File: src/rtl/modexp_engine.sv
// ---------------------------------------------------------------------------
// modexp_engine
//
// Purpose:
//   Computes result = base^exponent mod modulus with a right-to-left binary
//   square-and-multiply sequencer. Each modular multiply is an interleaved
//   shift-add (MSB first over the multiplier) that takes exactly WIDTH
//   cycles, so no wide product is ever formed.
//
// Ports:
//   clk      in   single clock, rising edge
//   rst      in   synchronous reset, active low
//   start    in   request a new exponentiation (accepted only in IDLE)
//   base     in   WIDTH      operand, captured on accepted start
//   exponent in   EXP_WIDTH  exponent, captured on accepted start
//   modulus  in   WIDTH      modulus n, captured on accepted start
//   busy     out  high in every state except IDLE
//   done     out  one-cycle pulse in DONE
//   error    out  operands illegal (modulus<2 or base>=modulus); valid with done
//   result   out  WIDTH      final value, held until the next run completes
// ---------------------------------------------------------------------------
module modexp_engine #(
    parameter int WIDTH     = 16,
    parameter int EXP_WIDTH = 16
) (
    input  logic                 clk,
    input  logic                 rst,
    input  logic                 start,
    input  logic [WIDTH-1:0]     base,
    input  logic [EXP_WIDTH-1:0] exponent,
    input  logic [WIDTH-1:0]     modulus,
    output logic                 busy,
    output logic                 done,
    output logic                 error,
    output logic [WIDTH-1:0]     result
);

    localparam int CW = $clog2(WIDTH);

    localparam logic [2:0] S_IDLE = 3'd0;
    localparam logic [2:0] S_LOAD = 3'd1;
    localparam logic [2:0] S_MUL  = 3'd2;
    localparam logic [2:0] S_SQR  = 3'd3;
    localparam logic [2:0] S_DONE = 3'd4;

    localparam logic [CW-1:0] CNT_TOP = CW'(WIDTH - 1);

    logic [2:0]           state;
    logic [WIDTH-1:0]     b_r;
    logic [EXP_WIDTH-1:0] e_r;
    logic [WIDTH-1:0]     n_r;
    logic [WIDTH-1:0]     acc;
    logic [WIDTH-1:0]     sq;
    logic [WIDTH-1:0]     p;
    logic [CW-1:0]        cnt;

    logic                 x_bit;
    logic [WIDTH-1:0]     t_next;
    logic [EXP_WIDTH-1:0] e_sh;

    // One interleaved step: p' = (2p + bit*y) mod n, given p, y < n.
    // Intermediates are WIDTH+1 bits wide; both partial sums stay below 2n.
    function automatic logic [WIDTH-1:0] mod_step(
        input logic [WIDTH-1:0] pv,
        input logic             bit_i,
        input logic [WIDTH-1:0] y,
        input logic [WIDTH-1:0] n
    );
        logic [WIDTH:0] t;
        logic [WIDTH:0] nn;
        nn = {1'b0, n};
        t  = {pv, 1'b0};
        if (t >= nn) t = t - nn;
        if (bit_i) begin
            t = t + {1'b0, y};
            if (t >= nn) t = t - nn;
        end
        return t[WIDTH-1:0];
    endfunction

    // MUL scans acc against sq; SQR scans sq against itself. The multiplicand
    // is sq in both cases, so only the scanned bit needs selecting.
    always_comb begin
        x_bit  = (state == S_MUL) ? acc[cnt] : sq[cnt];
        t_next = mod_step(p, x_bit, sq, n_r);
        e_sh   = e_r >> 1;
    end

    assign busy = (state != S_IDLE);
    assign done = (state == S_DONE);

    always_ff @(posedge clk) begin
        if (!rst) begin
            state  <= S_IDLE;
            b_r    <= '0;
            e_r    <= '0;
            n_r    <= '0;
            acc    <= '0;
            sq     <= '0;
            p      <= '0;
            cnt    <= '0;
            error  <= 1'b0;
            result <= '0;
        end else begin
            case (state)
                S_IDLE: begin
                    if (start) begin
                        b_r   <= base;
                        e_r   <= exponent;
                        n_r   <= modulus;
                        state <= S_LOAD;
                    end
                end
                S_LOAD: begin
                    p   <= '0;
                    cnt <= CNT_TOP;
                    if ((n_r < WIDTH'(2)) || (b_r >= n_r)) begin
                        error  <= 1'b1;
                        result <= '0;
                        state  <= S_DONE;
                    end else if (e_r == '0) begin
                        error  <= 1'b0;
                        result <= WIDTH'(1);
                        state  <= S_DONE;
                    end else begin
                        acc   <= WIDTH'(1);
                        sq    <= b_r;
                        state <= e_r[0] ? S_MUL : S_SQR;
                    end
                end
                S_MUL: begin
                    if (cnt == '0) begin
                        acc <= t_next;
                        p   <= '0;
                        cnt <= CNT_TOP;
                        // No higher exponent bits left: the final square is useless.
                        if (e_sh == '0) begin
                            result <= t_next;
                            error  <= 1'b0;
                            state  <= S_DONE;
                        end else begin
                            state <= S_SQR;
                        end
                    end else begin
                        p   <= t_next;
                        cnt <= cnt - 1'b1;
                    end
                end
                S_SQR: begin
                    if (cnt == '0) begin
                        sq    <= t_next;
                        p     <= '0;
                        cnt   <= CNT_TOP;
                        e_r   <= e_sh;
                        // SQR is entered only while higher bits remain, so e_sh != 0.
                        state <= e_sh[0] ? S_MUL : S_SQR;
                    end else begin
                        p   <= t_next;
                        cnt <= cnt - 1'b1;
                    end
                end
                S_DONE: begin
                    state <= S_IDLE;
                end
                default: begin
                    state <= S_IDLE;
                end
            endcase
        end
    end

endmodule
File: config.mk
export PLATFORM = sky130hd
export DESIGN_NAME = modexp_engine
export DESIGN_NICKNAME = d
export VERILOG_FILES = /design/src/rtl/modexp_engine.sv
export SDC_FILE = /design/constraint.sdc
export NUM_CORES = 1
export LEC_CHECK = 0
export ABC_AREA = 1
export BUFFER_PORTS_ARGS = -buffer_cell sky130_fd_sc_hd__clkbuf_2
export CORE_MARGIN = 2
export CORE_UTILIZATION = 60
export CTS_BUF_LIST = sky130_fd_sc_hd__clkbuf_4
export DETAILED_ROUTE_END_ITERATION = 16
export MAX_ROUTING_LAYER = met4
export PLACE_DENSITY = 0.8
export SYNTH_ARGS = -nofsm -noshare
export SYNTH_HDL_FRONTEND = slang
export SYNTH_SLANG_ARGS = --single-unit
File: constraint.sdc
create_clock -name clk -period 7 [get_ports clk]
set_clock_uncertainty 0.05 [all_clocks]
set_input_delay 1.05 -clock clk [delete_from_list [all_inputs] [get_ports clk]]
set_output_delay 1.05 -clock clk [all_outputs]
set_load 0.05 [all_outputs]
==> flow_summary_export.csv, run 1 <==
group,metric,value,unit
detailed_routing,routed-via-count,8844,
final_layout,fin_nets,1447,
floorplan,std_cell_rows,43,
synthesis,yosys_most_used_dff,"dfxtp_1",
run_status,status,"finished clean",
floorplan,io_pins,70,
detailed_routing,drt_iter0_markers,1033,
setup_path,crit_family,"simple AND/OR/NAND/NOR gates",
timing,finalCriticalPeriod,6290,ps
timing,tightestPinTransition,1110,ps
hold_path,worstHoldPathCells,2,
setup_path,cpPeakStageDelay,410,ps
detailed_routing,wirelength,25.4,mm
clock_tree,cts.sinks,120,
synthesis,synth_area,8520,um2
final_layout,final_layout_size_suffix_gt1_share,12.9,%
setup_path,crit_buf_inv,4,
synthesis,synth_cells,1280,
clock_tree,cts_tree,"built",
timing,fin_crit_sh,89.8,%
detailed_routing,ant_nets,0,
placement,dpl_cell_area,8930,um2
clock_tree,numCtsBuffers,17,
final_layout,stdcell_count,1520,
timing,hold_violations,0,
setup_path,crit_slowest_cell,"o21ai_0",
timing,slew_viol_final,0,
synthesis,synth.top_cell.area_share,28.2,%
clock_tree,cts_hold_buffers,0,
floorplan,initial_core_util,61.4,%
clock_tree,post_cts_buffers,0,
synthesis,yosys-top-cells-area,"dfxtp_1 (28%), nand2_1 (13%), ha_1 (9.7%)",
run,drv_cap,0,
timing,tns,0,ps
setup_path,required,7370,ps
floorplan,dieHeight,123,um
global_route,grt_max_degree,98,
setup_path,path_class,"reg -> reg",
setup_path,cp_data_arrival_time,6660,ps
synthesis,syn_area_per_cell,6.65,um2
setup_path,r2r_start,"n_r[1]$_SDFFE_PN0P_",
global_route,first_global_vias,7830,
final_layout,syn_to_final_growth,8.07,%
synthesis,synthArstFlopShare,0,%
setup_path,path_common_cell,"nand2_1",
placement,gp_congestion,0.990,
hold_path,hold_class,"reg -> reg",
detailed_routing,drc,0,
clock_tree,root_buffer,"clkbuf_4",
setup_path,reg2reg_depth,32,
timing,rsz0062_at_grt,"false",
global_route,grt_use_total,35.2,%
timing,slew_headroom,25.7,%
setup_path,r2r-end,"result[4]$_SDFFE_PN0P_",
synthesis,yosys_warnings,0,
detailed_routing,via_per_inst,5.82,
synthesis,synth-seq-area-share,28.2,%
global_route,grt_pass1_wl,39.8,mm
synthesis,syn-num-nets,1400,
clock_tree,cts_buffer_depth,2,
synthesis,yosys_register_bits,120,
placement,port_buffers,69,
setup_path,cp_max_fo,30,
synthesis,synth_edf_count,0,
timing,clock.fmax,159,MHz
global_route,grt_overflow,0,
hold_path,hp-start,"error$_SDFFE_PN0P_",
setup_path,rrSetupSlack,710,ps
hold_path,worstHoldEndpoint,"error$_SDFFE_PN0P_",
synthesis,synth_top_area_cell,"dfxtp_1",
detailed_routing,first_pass_iters,9,
clock_tree,cts_resized,0,
clock_tree,clk_latency,550,ps
global_route,antenna_found_initial,0,
floorplan,design.core.area,13900,um2
floorplan,dieWidth,123,um
floorplan,die_area,15200,um2
setup_path,crit_path_end_kind,"register",
final_layout,final_area,9200,um2
synthesis,ys_types,46,
setup_path,cp-start-kind,"register",
final_layout,diodes,0,
timing,setup_violations,0,
clock_tree,path_clk_slew,120,ps
clock_tree,htree_levels,4,
placement,dpl.cell_count,1488,
placement,dp_hpwl,19.1,mm
detailed_routing,wire_per_inst,16.7,um
==> layer usage <==
layer,track usage (%),vias up,wire length [um]
li1,-,4379,-
met3,4.70,89,1990
met1,46.1,3976,10800
met5,-,-,0
met2,54.0,400,11400
met4,15.8,0,1110
==> flip-flops by register name, summed over array words and instances (netlist names) <==
register	cells
acc	16
p	16
state	3
result	16
b_r	16
cnt	4
e_r	16
n_r	16
error	1
sq	16
==> logic make-up after synthesis <==
| kind of cell | after synthesis | synth area share [%] |
|---|---|---|
| compound gates | 348 | 22.0 |
| xor+xnor | 32 | 3.29 |
| fa+ha+maj | 69 | 10.4 |
| buf+inv | 191 | 9.18 |
| flops | 120 | 28.2 |
| simple gates | 520 | 26.9 |
==> cell usage after synthesis (8+ instances only) <==
| cell type | number |
|---|---|
| nand3_1 | 72 |
| ha_1 | 66 |
| or2_2 | 8 |
| a21oi_1 | 159 |
| nand2_2 | 13 |
| o21ai_1 | 9 |
| nand3_2 | 12 |
| dfxtp_1 | 120 |
| xnor2_1 | 12 |
| a31oi_1 | 23 |
| clkbuf_1 | 38 |
| o21ai_0 | 126 |
| xor2_1 | 20 |
| nor2_1 | 88 |
| nand2_1 | 290 |
| nand4_1 | 9 |
| inv_1 | 134 |
==> worst reg2reg max path: cells and delay by family (launching register included) <==
kind	cells	cell delay, ps
simple gates	15	2150
compound gates	8	1430
fa+ha+maj	4	1200
buf+inv	4	570
flops	1	390
xor+xnor	1	340
==> stage by stage <==
step / utilization (%) / hold slack, ps / worst slack (ps)
2_1_floorplan: - / 400 / 2100
3_3_place_gp: 64.3 / 402 / 1070
3_5_place_dp: 64.3 / 420 / 915
4_1_cts: 66.3 / 438 / 872
5_1_grt: 66.3 / 458 / 247
6_report: 66.3 / 434 / 713
==> worst max path at each step <==
stage                     slack [ps]  depth (start not counted)                start                      to
after floorplan                 2100                         34  n_r[1]$_SDFFE_PN0P_    acc[15]$_SDFFE_PN0P_
after global placement          1070                         32  n_r[1]$_SDFFE_PN0P_  result[6]$_SDFFE_PN0P_
after detailed placement         920                         32  n_r[1]$_SDFFE_PN0P_  result[4]$_SDFFE_PN0P_
after CTS                        870                         32  n_r[1]$_SDFFE_PN0P_  result[4]$_SDFFE_PN0P_
after global routing             250                         33  n_r[2]$_SDFFE_PN0P_  result[3]$_SDFFE_PN0P_
final                            710                         32  n_r[1]$_SDFFE_PN0P_  result[4]$_SDFFE_PN0P_
==> cell type report <==
type	instances	area [um2]
Clock buffer	17	128
Clock inverter	15	150
Sequential cell	120	2400
Inverter	138	523
Timing Repair Buffer	81	435
Tap cell	180	225
Fill cell	1292	4680
Multi-Input combinational cell	969	5340
==> cell usage in the layout (no fill, tap or decap), types with 4 or more instances in the layout <==
master    synthesis  routed
ha_1             66      66
or2_2             8       8
nand3_2          12      12
buf_4             2      12
nor2_2            4       7
clkbuf_2          0      69
nor4_1            5       5
nand2_2          13      13
clkinv_2          0       4
xnor2_1          12      12
o21ai_0         126     126
nand2_1         290     290
nor3_1            7       7
nand4_1           9       9
nand3_1          72      72
a21oi_2           4       4
nor2_1           88      85
a31oi_1          23      23
o21ai_2           4       4
inv_1           134     134
o22ai_1           4       4
xor2_1           20      20
a21oi_1         159     159
clkbuf_4          0      17
o21bai_1          4       4
o21ai_1           9       9
nand3b_1          5       5
dfxtp_1         120     120
Power of run 1 is not shown: default switching activity piles up to over one toggle a cycle in this logic, so the estimate is an artifact.
==> run 2, diff against run 1 <==
- CORE_UTILIZATION: 60 -> 50
- PLACE_DENSITY: 0.8 -> 0.69
==> run 2 against run 1 <==
  * Clock-buffer cell count grew 2
  * Non-clock buffer count grew 1
  * Sequential share of layout area shrank 0.33 points
  * Hold slack lost 14 ps
  * First-iteration DRC count shrank 46%
  * Design area grew 1.3%
  * Sequential cell count is the same
  * Final cell count grew 2.8%
  * Register-to-register slack lost 100 ps
  * Via count shrank 2.3%
  * Global-route usage shrank 4.5 points
  * Largest cell class unchanged
==> flow_summary_export.csv, run 2 (synthesized netlist as in run 1, its figures left out) <==
group,metric,value,unit
detailed_routing,drc,0,
hold_path,hold_class,"reg -> reg",
setup_path,cpPeakStageDelay,400,ps
timing,slew_viol_final,0,
detailed_routing,drt_iter0_markers,562,
setup_path,cp_data_arrival_time,6770,ps
clock_tree,numCtsBuffers,17,
setup_path,path_class,"reg -> reg",
run_status,status,"finished clean",
clock_tree,cts_resized,0,
clock_tree,cts_buffer_depth,2,
timing,fin_ws,613,ps
placement,gp_congestion,0.971,
placement,dp_hpwl,19.7,mm
setup_path,crit_path_end_kind,"register",
detailed_routing,routed-via-count,8639,
final_layout,final_common_cell,"nand2_1",
timing,finalCriticalPeriod,6390,ps
setup_path,crit_buf_inv,4,
detailed_routing,wirelength,26.3,mm
setup_path,required,7380,ps
placement,port_buffers,69,
final_layout,syn_to_final_growth,9.43,%
timing,tightestPinTransition,1190,ps
timing,clock.fmax,157,MHz
final_layout,fin_nets,1448,
clock_tree,clk_latency,580,ps
setup_path,crit_family,"simple AND/OR/NAND/NOR gates",
global_route,grt_use_total,30.7,%
detailed_routing,via_per_inst,5.53,
timing,fin_crit_sh,91.2,%
timing,rsz0062_at_grt,"false",
floorplan,initial_core_util,51.2,%
clock_tree,htree_levels,4,
global_route,antenna_found_initial,1,
clock_tree,cts_hold_buffers,0,
run,drv_cap,0,
detailed_routing,wire_per_inst,16.8,um
floorplan,design.core.area,16600,um2
timing,setup_violations,0,
final_layout,final_cell_mix,"nand2_1 (290), a21oi_1 (159), inv_1 (134), o21ai_0 (126), dfxtp_1 (120)",
detailed_routing,ant_nets,0,
clock_tree,root_buffer,"clkbuf_4",
setup_path,cp_max_fo,30,
floorplan,dieHeight,135,um
final_layout,stdcell_count,1562,
timing,tns,0,ps
floorplan,io_pins,70,
setup_path,cp-start-kind,"register",
global_route,grt_pass1_wl,41.8,mm
setup_path,path_common_cell,"nand2_1",
timing,slew_headroom,20.7,%
setup_path,crit_slowest_cell,"o21ai_0",
floorplan,die_area,18100,um2
global_route,grt_overflow,0,
final_layout,final_layout_size_suffix_gt1_share,13.0,%
placement,dp_slack,789,ps
clock_tree,cts.sinks,120,
clock_tree,path_clk_slew,130,ps
placement,dpl.cell_count,1529,
timing,hold_violations,0,
clock_tree,cts_tree,"built",
clock_tree,post_cts_buffers,0,
global_route,first_global_vias,8084,
global_route,grt_max_degree,98,
floorplan,dieWidth,135,um
floorplan,std_cell_rows,47,
detailed_routing,first_pass_iters,6,
-- run 2: per-layer routing --
metal | track usage (%) | part of all wire (%) | wire, um | up-vias
met4 | 12.0 | 3.8 | 996 | 0
li1 | - | - | - | 4375
met1 | 39.3 | 44 | 11600 | 3903
met3 | 6.01 | 6.7 | 1760 | 71
met5 | - | 0 | 0 | -
met2 | 47.8 | 45 | 11900 | 290
-- run 2: layout make-up --
class | instances | area (um2)
Sequential cell | 120 | 2400
Inverter | 138 | 523
Clock inverter | 13 | 191
Multi-Input combinational cell | 969 | 5340
Antenna cell | 1 | 2.50
Fill cell | 1722 | 7320
Clock buffer | 19 | 143
Tap cell | 220 | 275
Timing Repair Buffer | 82 | 443
-- run 2: worst register-to-register path: cells and delay by family, from the launching register on --
kind	cells	cell delay (ps)
compound gates	8	1430
xor+xnor	1	380
fa+ha+maj	4	1210
buf+inv	4	580
flops	1	380
simple gates	15	2230
-- run 2: path summary, 6_finish.rpt --
| kind | startpoint | to | slack, ps | depth (start not counted) |
|---|---|---|---|---|
| min | error$_SDFFE_PN0P_ | error$_SDFFE_PN0P_ | 420 | 2 |
| min reg2reg | error$_SDFFE_PN0P_ | error$_SDFFE_PN0P_ | 420 | 2 |
| max | n_r[1]$_SDFFE_PN0P_ | result[4]$_SDFFE_PN0P_ | 610 | 32 |
| max reg2reg | n_r[1]$_SDFFE_PN0P_ | result[4]$_SDFFE_PN0P_ | 610 | 32 |
-- run 2: per-stage QoR --
step	instance area [um2]	hold slack, ps	utilization [%]
after floorplan	8520	400	-
after global placement	8980	407	54.0
final	9320	419	56.0
after CTS	9320	425	56.0
after global routing	9320	460	56.0
after detailed placement	8980	406	54.0
Power of run 2 is left out for the same reason.
